==> config.mk <==
export PLATFORM = sky130hd
export DESIGN_NAME = multicycle_control_unit
export DESIGN_NICKNAME = d
export VERILOG_FILES = /design/src/rtl/multicycle_control_unit.sv
export SDC_FILE = /design/constraint.sdc
export NUM_CORES = 1
export LEC_CHECK = 0
export CORE_ASPECT_RATIO = 1.4
export CORE_MARGIN = 2
export CORE_UTILIZATION = 30
export DETAILED_ROUTE_END_ITERATION = 8
export SLEW_MARGIN = 40
export SYNTH_ARGS = -nofsm -noshare
export SYNTH_HDL_FRONTEND = slang
export SYNTH_SLANG_ARGS = --single-unit
==> constraint.sdc <==
create_clock -name CLK -period 2.5 [get_ports CLK]
set_clock_uncertainty 0.2 [all_clocks]
set_input_delay 0.5 -clock CLK [delete_from_list [all_inputs] [get_ports CLK]]
set_output_delay 0.5 -clock CLK [all_outputs]
set_load 0.05 [all_outputs]
==> src/rtl/multicycle_control_unit.sv <==
// Multicycle CPU control FSM: sequences IF/ID/EXE/MEM/WB and drives every datapath enable and select.
// Optional: define RETIRE_COUNT_EN to add the retired_cnt output (counts cycles with PCWre=1).
module multicycle_control_unit #(
  parameter int OP_W = 6,
  parameter int ST_W = 3
) (
  input  logic            CLK,
  input  logic            RST,
  input  logic [OP_W-1:0] opcode,
  input  logic            zero,
  input  logic            mem_ready,
  output logic [ST_W-1:0] state,
  output logic            PCWre,
  output logic            IRWre,
  output logic            RegWre,
  output logic            ALUSrcA,
  output logic            ALUSrcB,
  output logic            ExtSel,
  output logic [2:0]      ALUOp,
  output logic [1:0]      RegDst,
  output logic            WrRegDSrc,
  output logic            DBDataSrc,
  output logic            mRD,
  output logic            mWR,
  output logic [1:0]      PCSrc,
  output logic            halted
`ifdef RETIRE_COUNT_EN
  ,
  output logic [31:0]     retired_cnt
`endif
);

  localparam logic [ST_W-1:0] S_IF     = ST_W'(3'd0);
  localparam logic [ST_W-1:0] S_ID     = ST_W'(3'd1);
  localparam logic [ST_W-1:0] S_EXE_LS = ST_W'(3'd2);
  localparam logic [ST_W-1:0] S_MEM    = ST_W'(3'd3);
  localparam logic [ST_W-1:0] S_WB_LD  = ST_W'(3'd4);
  localparam logic [ST_W-1:0] S_EXE_BR = ST_W'(3'd5);
  localparam logic [ST_W-1:0] S_EXE_AL = ST_W'(3'd6);
  localparam logic [ST_W-1:0] S_WB_AL  = ST_W'(3'd7);

  localparam logic [OP_W-1:0] OP_ADD  = OP_W'(6'b000000);
  localparam logic [OP_W-1:0] OP_SUB  = OP_W'(6'b000001);
  localparam logic [OP_W-1:0] OP_ADDI = OP_W'(6'b000010);
  localparam logic [OP_W-1:0] OP_OR   = OP_W'(6'b010000);
  localparam logic [OP_W-1:0] OP_AND  = OP_W'(6'b010001);
  localparam logic [OP_W-1:0] OP_ORI  = OP_W'(6'b010010);
  localparam logic [OP_W-1:0] OP_SLL  = OP_W'(6'b011000);
  localparam logic [OP_W-1:0] OP_SLT  = OP_W'(6'b100110);
  localparam logic [OP_W-1:0] OP_SW   = OP_W'(6'b110000);
  localparam logic [OP_W-1:0] OP_LW   = OP_W'(6'b110001);
  localparam logic [OP_W-1:0] OP_BEQ  = OP_W'(6'b110100);
  localparam logic [OP_W-1:0] OP_J    = OP_W'(6'b111000);
  localparam logic [OP_W-1:0] OP_JR   = OP_W'(6'b111001);
  localparam logic [OP_W-1:0] OP_JAL  = OP_W'(6'b111010);
  localparam logic [OP_W-1:0] OP_HALT = OP_W'(6'b111111);

  logic [ST_W-1:0] state_q, state_d;
  logic [OP_W-1:0] op_q;
  logic            halted_q, halted_d;
  logic [2:0]      alu_op;
  logic            alu_a, alu_b, alu_ext, alu_imm;

  // ALU selects come from the opcode latched in ID, so the IR input may change after decode
  always_comb begin
    alu_op  = 3'b000;
    alu_a   = 1'b0;
    alu_b   = 1'b0;
    alu_ext = 1'b1;
    alu_imm = 1'b0;
    case (op_q)
      OP_SUB:  alu_op = 3'b001;
      OP_ADDI: begin alu_b = 1'b1; alu_imm = 1'b1; end
      OP_OR:   alu_op = 3'b011;
      OP_AND:  alu_op = 3'b100;
      OP_ORI:  begin alu_op = 3'b011; alu_b = 1'b1; alu_ext = 1'b0; alu_imm = 1'b1; end
      OP_SLL:  begin alu_op = 3'b010; alu_a = 1'b1; end
      OP_SLT:  alu_op = 3'b101;
      default: alu_op = 3'b000;
    endcase
  end

  always_comb begin
    state_d   = state_q;
    halted_d  = halted_q;
    PCWre     = 1'b0;
    IRWre     = 1'b0;
    RegWre    = 1'b0;
    ALUSrcA   = 1'b0;
    ALUSrcB   = 1'b0;
    ExtSel    = 1'b0;
    ALUOp     = 3'b000;
    RegDst    = 2'b00;
    WrRegDSrc = 1'b0;
    DBDataSrc = 1'b0;
    mRD       = 1'b0;
    mWR       = 1'b0;
    PCSrc     = 2'b00;
    if (!halted_q) begin
      case (state_q)
        S_IF: begin
          IRWre   = 1'b1;
          state_d = S_ID;
        end
        S_ID: begin
          state_d = S_IF;
          case (opcode)
            OP_J:    begin PCWre = 1'b1; PCSrc = 2'b11; end
            OP_JR:   begin PCWre = 1'b1; PCSrc = 2'b10; end
            OP_JAL:  begin PCWre = 1'b1; PCSrc = 2'b11; RegWre = 1'b1; end
            OP_HALT: halted_d = 1'b1;
            OP_BEQ:  state_d = S_EXE_BR;
            OP_SW, OP_LW: state_d = S_EXE_LS;
            OP_ADD, OP_SUB, OP_ADDI, OP_OR, OP_AND, OP_ORI, OP_SLL, OP_SLT:
              state_d = S_EXE_AL;
            default: PCWre = 1'b1;
          endcase
        end
        S_EXE_AL: begin
          ALUOp   = alu_op;
          ALUSrcA = alu_a;
          ALUSrcB = alu_b;
          ExtSel  = alu_ext;
          state_d = S_WB_AL;
        end
        S_WB_AL: begin
          ALUOp     = alu_op;
          ALUSrcA   = alu_a;
          ALUSrcB   = alu_b;
          ExtSel    = alu_ext;
          RegWre    = 1'b1;
          RegDst    = alu_imm ? 2'b01 : 2'b10;
          WrRegDSrc = 1'b1;
          PCWre     = 1'b1;
          state_d   = S_IF;
        end
        S_EXE_BR: begin
          ALUOp   = 3'b001;
          PCWre   = 1'b1;
          PCSrc   = zero ? 2'b01 : 2'b00;
          state_d = S_IF;
        end
        S_EXE_LS: begin
          ALUSrcB = 1'b1;
          ExtSel  = 1'b1;
          state_d = S_MEM;
        end
        S_MEM: begin
          // Strobe stays up for the whole stall; only mem_ready lets the FSM leave
          ALUSrcB = 1'b1;
          ExtSel  = 1'b1;
          mRD     = (op_q == OP_LW);
          mWR     = (op_q == OP_SW);
          if (mem_ready) begin
            if (op_q == OP_LW) begin
              state_d = S_WB_LD;
            end else begin
              PCWre   = 1'b1;
              state_d = S_IF;
            end
          end
        end
        S_WB_LD: begin
          RegWre    = 1'b1;
          RegDst    = 2'b01;
          DBDataSrc = 1'b1;
          WrRegDSrc = 1'b1;
          PCWre     = 1'b1;
          state_d   = S_IF;
        end
        default: state_d = S_IF;
      endcase
    end
  end

  always_ff @(posedge CLK or negedge RST) begin
    if (!RST) begin
      state_q  <= S_IF;
      op_q     <= '0;
      halted_q <= 1'b0;
    end else begin
      state_q  <= state_d;
      halted_q <= halted_d;
      if (state_q == S_ID && !halted_q)
        op_q <= opcode;
    end
  end

  assign state  = state_q;
  assign halted = halted_q;

`ifdef RETIRE_COUNT_EN
  always_ff @(posedge CLK or negedge RST) begin
    if (!RST)
      retired_cnt <= 32'd0;
    else if (PCWre && !halted_q)
      retired_cnt <= retired_cnt + 32'd1;
  end
`endif

endmodule

==> flow_summary.json <==
{
  "regArea_um2": 255,
  "crit_start": "op_q[1]",
  "combPwrFrac": 0.741,
  "yosysWarnings": 0,
  "finalInstanceArea_um2": 1870,
  "fillerInstances": 242,
  "syn2layout_area_growth_pct": 105,
  "cts_root_buffer": "clkbuf_8",
  "synth_edf_count": 0,
  "finalSetupViolations": 3,
  "rows": 23,
  "hold_path_class": "flop to flop",
  "clock_latency_ns": 0.23,
  "worst_pin_slew_ns": 0.494,
  "dr_total_vias": 1157,
  "first_global_vias": 1117,
  "num_antenna_cells": 0,
  "synth-async-reset-ratio": 1.00,
  "hold_violations": 0,
  "crit_path_max_incr_delay_ns": 0.55,
  "synth_nets": 134,
  "utilization": 0.651,
  "via_per_inst": 5.43,
  "synth_seq_cells": 10,
  "yosys-top-cells-count": "nand2_1 (18), a21oi_1 (10), dfrtp_1 (10), o21ai_0 (10)",
  "wl_per_cell_um": 15.0,
  "dpl_cell_area_um2": 1690,
  "drc": 0,
  "cpMaxStageDelayCell": "or4b_4",
  "cellLeakagePower_nw": 0.762,
  "floorplan.initialDensity": 0.318,
  "cts_buffer_depth": 2,
  "layout_setup_ws_ns": -0.169,
  "dieWidth_um": 50.7,
  "cp.arrival_ns": 1.97,
  "cpLargestDelayFamily": "simple AND/OR/NAND/NOR gates",
  "cts_tree": "done",
  "htreeDepth": 1,
  "grt_max_degree": 14,
  "cp_num_buf_inv": 1,
  "cts_buffers": 3,
  "die_y_um": 69.3,
  "switchingPower_mw": 1.03,
  "critical_path.cell_chain": "or4b_4, or3_4, a311oi_4, buf_12",
  "ys_types": 38,
  "fin_crit_ns": 2.67,
  "clkTransAtPathRegs_ns": 0.05,
  "p_int_mw": 1.03,
  "yosysMostFrequentCell": "nand2_1",
  "status": "finished, violations left",
  "drive_gt1_frac": 0.494,
  "die_area_um2": 3510,
  "io-pin-count": 31,
  "ys_top_cells_by_area": "dfrtp_1 (27%), nand2_1 (7.4%), a21oi_1 (5.5%)",
  "path_class": "flop to output port",
  "slew_viol_final": 0,
  "power_density_nw_per_um2": 1100,
  "place_congestion": 0.870,
  "clock_power_share": 0.097,
  "p_seq_frac": 0.162,
  "startpoint_type": "flop",
  "yosys.area.top_type": "dfrtp_1",
  "core_area_um2": 2880,
  "final-instance-count-excl-fill": 213,
  "required_ns": 1.80,
  "io_buffers": 30,
  "antenna_found_initial": 0,
  "rr_startpoint": "state[2]",
  "hold_start": "op_q[4]",
  "avgSynthCellArea_um2": 7.38,
  "first_iter_violations": 23,
  "setup_tns_ns": -0.356,
  "multi_input_area_um2": 818,
  "syn_inst": 124,
  "grt_usage": 0.184,
  "period_share": 1.07,
  "grt_setup_unrepaired": "true",
  "violations": "negative setup slack",
  "max_freq_mhz": 375,
  "worst-path-max-fanout": 3,
  "clock_sinks": 10,
  "cp-end-kind": "output port",
  "maxSlewHeadroom": 0.670,
  "drtAntennaViolNets": 0,
  "syn_area_um2": 915,
  "fin_nets": 187,
  "grt_pass1_wl_um": 5030,
  "irDropWorstVdd_mv": 0.867,
  "yosysSeqAreaShare": 0.274,
  "drt-total-wl_um": 3210,
  "synthFlopType": "dfrtp_1",
  "dp.cells": 206,
  "grt_overflow": 0,
  "dr.pass1.iters": 4,
  "swShare": 0.499,
  "netlist.area_leader.share": 0.274,
  "drv_cap": 0,
  "dpl.hpwl_um": 2380
}
## logic make-up after synthesis
kind of cell / count (synthesis) / share of synthesized area
buf+inv: 16 / 0.0875
flops: 10 / 0.274
simple gates: 63 / 0.390
compound gates: 35 / 0.249
## metal layers
metal / vias up / routed length, µm / GRT usage / part of all wire
met5: - / 0 / 0 / 0
met4: 0 / 89 / 0.0961 / 0.028
met3: 8 / 104 / 0.0216 / 0.032
met2: 30 / 1840 / 0.357 / 0.57
met1: 558 / 1170 / 0.180 / 0.36
li1: 561 / - / - / -
## timing repair
action / in CTS / in global routing
pin swaps: 1 / 6
hold buffers: 0 / 0
hold endpoints to repair: 0 / 0
endpoints found under the setup margin: 8 / 8
setup buffers: 0 / 3
gates resized for setup: 10 / 15
## path summary, 6_finish.rpt
check / slack, ns / endpoint / cells past startpoint
max: -0.17 / ALUOp[0] / 4
min: 0.34 / op_q[4] / 2
max reg2reg: 0.67 / state[2] / 5
min reg2reg: 0.34 / op_q[4] / 2
max in group asynchronous: 1.42 / state[0] / 1
min in group asynchronous: 0.37 / op_q[5] / 1
## per-stage QoR
step / power, mW / hold slack, ns / setup WS, ns
3_3_place_gp: 1.73 / 0.322 / -0.177
3_5_place_dp: 1.74 / 0.318 / -0.265
2_1_floorplan: 1.25 / 0.00441 / -0.138
4_1_cts: 1.97 / 0.344 / -0.214
5_1_grt: 2.18 / 0.388 / -0.224
6_report: 2.06 / 0.339 / -0.169
## worst reg2reg max path: stages, from the launching register on
cell and delay, ns:
dfrtp_2 0.39, nand2b_1 0.20, or3_4 0.39, buf_4 0.18, o21ai_0 0.23, a221o_1 0.16
## registers in the layout (all words and copies together), names as in the netlist
name    count
op_q        6
state       3
halted      1
## cell usage in the layout, fill, tap and decap left out, types with 2 or more instances in the layout
| master | count |
|---|---|
| buf_4 | 31 |
| nand2_1 | 18 |
| buf_12 | 15 |
| o21ai_0 | 9 |
| a21oi_1 | 7 |
| dfrtp_1 | 6 |
| nor2_1 | 5 |
| clkdlybuf4s50_1 | 5 |
| nor2b_1 | 4 |
| inv_1 | 4 |
| clkbuf_8 | 4 |
| dlymetal6s2s_1 | 4 |
| dfrtp_2 | 4 |
| nand2b_1 | 3 |
| nor3b_1 | 3 |
| buf_6 | 3 |
| nor3b_2 | 2 |
| or3_1 | 2 |
| or3_4 | 2 |
| a21oi_2 | 2 |
| nand3_4 | 2 |
| nor4_4 | 2 |
| nor2_2 | 2 |
| nor4b_4 | 2 |
| nor3_2 | 2 |
| nand4b_1 | 2 |
| a21o_1 | 2 |
| dlygate4sd2_1 | 2 |
## power groups by stage
| stage | sequential, mW | clock [mW] | combinational (mW) |
|---|---|---|---|
| after floorplan | 0.411 | 0 | 0.835 |
| after CTS | 0.327 | 0.200 | 1.44 |
| after detailed placement | 0.324 | 0 | 1.42 |
| after global routing | 0.349 | 0.208 | 1.62 |
| final | 0.334 | 0.199 | 1.53 |
| after global placement | 0.321 | 0 | 1.40 |
## cell type report
| cell class | instances | share of cell area |
|---|---|---|
| Multi-Input combinational cell | 98 | 0.437 |
| Inverter | 4 | 0.00801 |
| Timing Repair Buffer | 60 | 0.365 |
| Sequential cell | 10 | 0.136 |
| Tap cell | 37 | 0.0247 |
| Clock buffer | 4 | 0.0294 |
Note: power is estimated with default switching activity, not from simulation.
